File: config.mk
export PLATFORM = sky130hd
export DESIGN_NAME = regfile_sb
export DESIGN_NICKNAME = d
export VERILOG_FILES = /design/src/rtl/regfile_pkg.sv /design/src/rtl/popcount.sv /design/src/rtl/regfile_sb.sv
export SDC_FILE = /design/constraint.sdc
export NUM_CORES = 1
export LEC_CHECK = 0
export ABC_AREA = 1
export BUFFER_PORTS_ARGS = -buffer_cell sky130_fd_sc_hd__buf_2
export CORE_ASPECT_RATIO = 1.5
export CORE_MARGIN = 10
export CORE_UTILIZATION = 45
export DETAILED_ROUTE_END_ITERATION = 8
export GPL_TIMING_DRIVEN = 0
export PLACE_DENSITY_LB_ADDON = 0.12
export SYNTH_ARGS = -nofsm -noshare
export SYNTH_HDL_FRONTEND = slang
export SYNTH_SLANG_ARGS = --single-unit
File: constraint.sdc
create_clock -name clk -period 7 [get_ports clk]
set_clock_uncertainty 0.2 [all_clocks]
set_input_delay 0.35 -clock clk [delete_from_list [all_inputs] [get_ports clk]]
set_output_delay 0.35 -clock clk [all_outputs]
set_load 0.01 [all_outputs]
File: src/rtl/regfile_pkg.sv
// Shared defaults and types for the scoreboarded register file.
package regfile_pkg;

    localparam int unsigned DATA_W_DEF = 12;
    localparam int unsigned ADDR_W_DEF = 3;
    localparam int unsigned DEPTH_DEF  = 1 << ADDR_W_DEF;

    // One pending-write bit per register at the default depth.
    typedef logic [DEPTH_DEF-1:0] regfile_busy_t;

endpackage

File: src/rtl/popcount.sv
// Combinational population count of a bit vector.
module popcount #(
    parameter int unsigned IN_W  = 8,
    parameter int unsigned OUT_W = 4
) (
    input  logic [IN_W-1:0]  vec,
    output logic [OUT_W-1:0] cnt_c
);

    always_comb begin
        cnt_c = '0;
        for (int unsigned i = 0; i < IN_W; i++) begin
            cnt_c = cnt_c + OUT_W'(vec[i]);
        end
    end

endmodule

File: src/rtl/regfile_sb.sv
// Multi-port register file with a per-register pending-write scoreboard.
// Optional same-cycle write-to-read bypass is enabled by defining REGFILE_BYPASS_EN.
module regfile_sb
    import regfile_pkg::*;
#(
    parameter int unsigned DATA_W   = DATA_W_DEF,
    parameter int unsigned ADDR_W   = ADDR_W_DEF,
    parameter int unsigned ZERO_REG = 0
) (
    input  logic              clk,
    input  logic              rst_n,
    input  logic [ADDR_W-1:0] read1Addr,
    input  logic [ADDR_W-1:0] read2Addr,
    output logic [DATA_W-1:0] readData1,
    output logic [DATA_W-1:0] readData2,
    output logic              readRdy1,
    output logic              readRdy2,
    input  logic              wrEn,
    input  logic [ADDR_W-1:0] writeAddr,
    input  logic [DATA_W-1:0] writeData,
    input  logic              rsvEn,
    input  logic [ADDR_W-1:0] rsvAddr,
    output logic              rsvOk,
    output logic [ADDR_W:0]   busyCnt
);

    localparam int unsigned DEPTH = 1 << ADDR_W;
    localparam int unsigned CNT_W = ADDR_W + 1;
    localparam bit          ZR    = (ZERO_REG != 0);

    logic [DATA_W-1:0] mem [DEPTH];
    logic [DEPTH-1:0]  busy;
    logic [DEPTH-1:0]  busy_nxt_c;
    logic [CNT_W-1:0]  cnt_nxt_c;
    logic              wr_ok_c;
    logic              rsv_set_c;
    logic              byp1_c;
    logic              byp2_c;

    // Register 0 is hardwired when ZERO_REG is set: no writes, no reservations.
    assign wr_ok_c   = wrEn & ~(ZR && (writeAddr == '0));
    assign rsvOk     = rsvEn & ~busy[rsvAddr];
    assign rsv_set_c = rsvOk & ~(ZR && (rsvAddr == '0));

    // Reservation is applied after the write clear so a new producer wins.
    always_comb begin
        busy_nxt_c = busy;
        if (wr_ok_c) begin
            busy_nxt_c[writeAddr] = 1'b0;
        end
        if (rsv_set_c) begin
            busy_nxt_c[rsvAddr] = 1'b1;
        end
    end

    popcount #(
        .IN_W  (DEPTH),
        .OUT_W (CNT_W)
    ) u_popcount (
        .vec   (busy_nxt_c),
        .cnt_c (cnt_nxt_c)
    );

`ifdef REGFILE_BYPASS_EN
    assign byp1_c = wr_ok_c && (writeAddr == read1Addr);
    assign byp2_c = wr_ok_c && (writeAddr == read2Addr);
`else
    assign byp1_c = 1'b0;
    assign byp2_c = 1'b0;
`endif

    always_comb begin
        readData1 = mem[read1Addr];
        readRdy1  = ~busy[read1Addr];
        if (ZR && (read1Addr == '0)) begin
            readData1 = '0;
            readRdy1  = 1'b1;
        end else if (byp1_c) begin
            readData1 = writeData;
            readRdy1  = 1'b1;
        end
    end

    always_comb begin
        readData2 = mem[read2Addr];
        readRdy2  = ~busy[read2Addr];
        if (ZR && (read2Addr == '0)) begin
            readData2 = '0;
            readRdy2  = 1'b1;
        end else if (byp2_c) begin
            readData2 = writeData;
            readRdy2  = 1'b1;
        end
    end

    always_ff @(posedge clk) begin
        if (!rst_n) begin
            for (int unsigned i = 0; i < DEPTH; i++) begin
                mem[i] <= '0;
            end
            busy    <= '0;
            busyCnt <= '0;
        end else begin
            if (wr_ok_c) begin
                mem[writeAddr] <= writeData;
            end
            busy    <= busy_nxt_c;
            busyCnt <= cnt_nxt_c;
        end
    end

endmodule

# Word level (Yosys, flattened, before mapping)
# Memory sizes are Yosys's and may differ from the RTL's.
# Index checks and enable logic that the tools add are counted.
# word_totals
ram_bits	96
mem_count	1
regBits	12
# mem_list
name	depth	word_bits	rd	rd_clocked_by_memory_dff	write_ports	line	text
mem	8	12	2	0	8	regfile_sb.sv:31	logic [DATA_W-1:0] mem [DEPTH];
# classes
bitwise	7
n_addsub	7
mux	19
reduce_logical	3
order_cmp	6
# op_table
operator	count
$add 4x1->4	6
$lt 3x4->1 const B	4
$mux 8	2
$mux 12	1
$reduce_or 12->1	1
$mux 1	10
$bmux 1 s3	3
$and 8x8->8	1
$not 8->8	1
$or 8x8->8	1
$demux 1 s3	2
$ge 3x1->1 const B	2
$mux 3	1
$not 1->1	3
$add 1x1->2	1
$logic_and 1x1->1	2
$and 1x1->1	1

# Longest topological paths before layout
# depth
depth_word	16
mapped_depth	18
ltp_nobuf	17

# Modules after synthesis
# From an unflattened synthesis, not the netlist that was laid out.
# unflattened
hier_cells	769
area_unflattened_um2	6185.9
# by_module_without_submodules
mod	cells_each	area_each_um2	instances
regfile_sb	740	5984.5	1
popcount	29	201.4	1

# Least setup slack after synthesis
# No wires, ideal clock.
# synth_path
kind	input port to flip-flop
startpoint	input port rsvAddr[0]
endpoint	register busyCnt[1]
setup_slack_ps	3373
arrival_ps	3358
stages	16
t_required_ps	6732
path_cell_list	buf_6 -> inv_8 -> nand3_2 -> nor2_2 -> nor2_8 -> nand3_2 -> nand2_1 -> ha_1 -> fa_1 -> inv_1 -> fa_1 -> inv_1 -> fa_1 -> inv_1 -> fa_1 -> nor2_1
# synth_via
elab_chain_cells	13
word_cells_on_any_way	18
# synth_lines
item	line	text
start: declaration	regfile_sb.sv:22	input logic [ADDR_W-1:0] rsvAddr,
$lt 3x4->1 (implied by the code) / $ge 3x1->1 (equally long branches)	regfile_sb.sv:52	busy_nxt_c[rsvAddr] = 1'b1;
$logic_and 1x1->1 (implied by the code)	regfile_sb.sv:52	
$mux 1 (implied by the code)	regfile_sb.sv:52	
$demux 1 s3	regfile_sb.sv:52	
$or 8x8->8 (no source line)	-	
$mux 8 *	regfile_sb.sv:51	if (rsv_set_c) begin
net busy_nxt_c[0]	regfile_sb.sv:33	logic [DEPTH-1:0] busy_nxt_c;
$add 1x1->2 *	popcount.sv:13	cnt_c = cnt_c + OUT_W'(vec[i]);
$add 4x1->4 * (6 in series)	popcount.sv:13	
end signal: assignment	regfile_sb.sv:108	busyCnt <= cnt_nxt_c;
end: declaration	regfile_sb.sv:24	output logic [ADDR_W:0] busyCnt
# The timed path passes the listed nets; every way through them passes the cells marked *. The select of a mux whose other input is x is not followed.
# A chain may end at the register's enable or synchronous reset.

# Worst setup path in the final report
# layout_path
startpoint	register busy[4]
endpoint	register busyCnt[1]
# layout_via
elab_chain_cells	12
word_cells_on_any_way	15
# layout_lines
item	line	text
start: declaration	regfile_sb.sv:32	logic [DEPTH-1:0] busy;
start signal: assignment	regfile_sb.sv:107	busy <= busy_nxt_c;
$bmux 1 s3	regfile_sb.sv:42	assign rsvOk = rsvEn & ~busy[rsvAddr];
$mux 1 (implied by the code)	regfile_sb.sv:42	
$not 1->1	regfile_sb.sv:42	
$and 1x1->1	regfile_sb.sv:42	
$mux 8	regfile_sb.sv:51	
net busy_nxt_c[0]	regfile_sb.sv:33	
$add 1x1->2	popcount.sv:13	
$add 4x1->4 (6 in series)	popcount.sv:13	
# The timed path passes the listed nets, and every way through them passes these cells. The select of a mux whose other input is x is not followed.

==> impl_metrics.ini <==
[final_layout]
n_antenna_cell = 0
syn2layout_area_growth_pct = 12.4
design_area_um2 = 6900
finish.net_count = 853
instances_no_fill = 985
drive_gt1_share_pct = 14.1

[synth]
ys_types = 31
yosysSeqAreaShare_pct = 50.8
synth_warnings = 0
synth_area_um2 = 6140
syn_avg_cell_area_um2 = 8.16
synth_cells = 753
synthesis.nets = 788
yosys_register_bits = 108

[global_route]
grt_pass1_wl_um = 31500
globalRouteOverflowTotal = 0
track_usage_pct = 22.4
antenna_found_initial = 0
grt_max_degree = 18
grt_pass1_vias = 5741

[floorplanning]
fp.dieH_um = 163
die_area_um2 = 18800
io_pins = 59
core_um2 = 13500
die_x_um = 115
initial_core_util_pct = 45.6
rows = 52

[placed_design]
placed_area_um2 = 6620
gp_congestion = 0.975
port_buffers = 54
hpwlAfterDp_um = 15800
dp_cells = 969

[setup_path]
cp_max_fo = 9
crit_arrival_ns = 3.75
cp.required_ns = 7.08
cpPeakStageDelay_ns = 0.51
cp_slowest_cell = fa_1
path_cells = inv_1 -> nand2_2 -> nand3_2 -> nand2_4 -> nor2_8 -> nand3_2 -> nand2_1 -> ha_1 -> fa_1 -> inv_1 -> fa_1 -> inv_1 -> fa_1 -> inv_1 -> fa_1 -> nor2_1
crit_type = reg -> reg
start_kind = register
worstSetupEndpointType = register
cp_num_buf_inv = 4
path_delay_family = adder cells

[clock_network]
path_clk_slew_ns = 0.07
cts_inserted_buffers = 9
postCtsSetupRepairBufs = 0
cts_sinks = 108
cts_buffer_depth = 2
postCtsHoldBufs = 0
cts_tree = built
root_buffer = clkbuf_16
cts_resized = 0
htree_levels = 3
clkLatencyLatePin_ns = 0.35

[power_and_ir_drop]
p_leak_uw = 0.00290
internal_power_uw = 1090
p_per_area_nw_per_um2 = 220
power_frac_seq_pct = 50.0
vdd_drop_max_mv = 0.128
combPwrFrac_pct = 16.3
switchingPower_uw = 426
clkPwrFrac_pct = 33.7
switching_share_pct = 28.0

[timing]
fmax_mhz = 272
report.final.slew_viol_count = 0
maxSlewHeadroom_pct = 50.1
hold_viol = 0
grt_setup_unrepaired = false
fin_setup_tns_ns = 0
layout_min_cycle_time_ns = 3.67
post-route-period-util_pct = 52.5
whs_ns = 0.168
setup_viol = 0
worst_pin_slew_ns = 0.746

[route]
drt_iter0_drc = 647
postRouteAntennaNets = 0
firstDrtPassIters = 8
drt-total-wl_um = 20900
vias_per_cell = 5.80
drc = 0
vias = 5714
post_drt_wl_per_cell_um = 21.3

[run]
cap_violations = 0

[status]
status = finished, final reports clean

[worst_hold_path]
hold_class = in -> reg
synth_stat cells, drive strengths merged:
| master | n | area share, % |
|---|---|---|
| nand2 | 113 | 7.3 |
| clkinv | 1 | 0.061 |
| dfxtp | 12 | 3.9 |
| a21oi | 65 | 5.3 |
| o21ai | 154 | 13 |
| nand3 | 18 | 2.4 |
| inv | 66 | 4.2 |
| fa | 4 | 1.3 |
| ha | 3 | 0.61 |
| xor2 | 1 | 0.14 |
| nor3 | 3 | 0.24 |
| o31ai | 1 | 0.12 |
| a31oi | 2 | 0.20 |
| nand4 | 4 | 0.51 |
| clkbuf | 19 | 1.2 |
| and2 | 1 | 0.10 |
| edfxtp | 96 | 47 |
| buf | 28 | 2.6 |
| nor2 | 162 | 11 |
flip-flops by register name, indices dropped and copies added, names as in the netlist:
name     cells
mem         96
busy         8
busyCnt      4
power groups by stage:
stage | Clock [uW] | Sequential (uW) | Combinational (uW)
2_1_floorplan | 0 | 768 | 147
3_3_place_gp | 0 | 771 | 241
3_5_place_dp | 0 | 773 | 245
4_1_cts | 507 | 759 | 246
5_1_grt | 536 | 763 | 273
6_report | 512 | 759 | 248
area by class of cell:
| type | instances | area [um2] |
|---|---|---|
| inverters | 67 | 259 |
| clock buffers | 12 | 236 |
| flip-flops and latches | 108 | 3120 |
| repair buffers | 54 | 270 |
| well taps | 162 | 203 |
| multi-input cells | 531 | 2530 |
| plain buffers | 47 | 229 |
| fillers | 1305 | 6560 |
| clock inverters | 4 | 51.3 |
per-layer routing:
metal	up-vias	track usage, %	wire length, um
met5	-	0	0
met4	0	14.3	1160
met3	80	3.30	1470
met2	291	40.2	10900
met1	2693	23.7	7420
li1	2650	-	-
cell usage in the layout, fill, tap and decap left out:
cell / Yosys / final
buf_2: 18 / 72
a31oi_1: 2 / 2
o31ai_1: 1 / 1
nor2_1: 158 / 158
nand3_1: 7 / 7
fa_1: 4 / 4
bufinv_16: 0 / 1
a21oi_1: 65 / 65
nand4_2: 1 / 1
buf_4: 6 / 6
clkbuf_16: 0 / 9
nor3_1: 3 / 3
inv_8: 1 / 1
buf_6: 1 / 1
and2_1: 1 / 1
nand2_4: 2 / 2
inv_2: 2 / 2
buf_1: 3 / 3
nor2_8: 2 / 2
inv_1: 63 / 63
xor2_1: 1 / 1
o21ai_1: 12 / 12
clkinvlp_4: 0 / 1
clkinv_1: 1 / 1
nand2_1: 108 / 108
inv_6: 0 / 1
nor2_2: 2 / 2
o21ai_0: 142 / 142
edfxtp_1: 96 / 96
clkbuf_1: 19 / 22
nand3_2: 11 / 11
ha_1: 3 / 3
nand4_1: 3 / 3
clkinv_2: 0 / 1
nand2_2: 3 / 3
dfxtp_1: 12 / 12
logic make-up after synthesis:
kind of cell | Yosys count | synth area share, %
AOI/OAI and AO/OA | 222 | 18.2
xor gates and xnor gates | 1 | 0.143
adders and majority gates | 7 | 1.91
buffers and inverters | 114 | 7.94
DFF | 108 | 50.8
and+or+nand+nor | 301 | 21.0
metrics by stage:
step / setup WS [ns] / utilization [%] / power (uW)
after floorplan: 3.37 / - / 916
after global placement: 3.17 / 49.1 / 1010
after detailed placement: 3.13 / 49.1 / 1020
after CTS: 3.31 / 51.3 / 1510
after global routing: 3.12 / 51.3 / 1570
final: 3.33 / 51.3 / 1520
worst register-to-register path, stage by stage (launching register included):
cell and delay (ns):
dfxtp_1 0.31, inv_1 0.12, nand2_2 0.07, nand3_2 0.08
nand2_4 0.06, nor2_8 0.18, nand3_2 0.12, nand2_1 0.09
ha_1 0.24, fa_1 0.51, inv_1 0.06, fa_1 0.49
inv_1 0.05, fa_1 0.40, inv_1 0.08, fa_1 0.41
nor2_1 0.11
worst paths after layout:
check,startpoint,cells after the start,slack (ns),to
max,busy[4],16,3.33,busyCnt[1]
min reg2reg,busy[4],2,0.30,busy[4]
min,rsvAddr[0],4,0.17,busy[2]
max reg2reg,busy[4],16,3.33,busyCnt[1]
(Power assumes the default switching activity.)
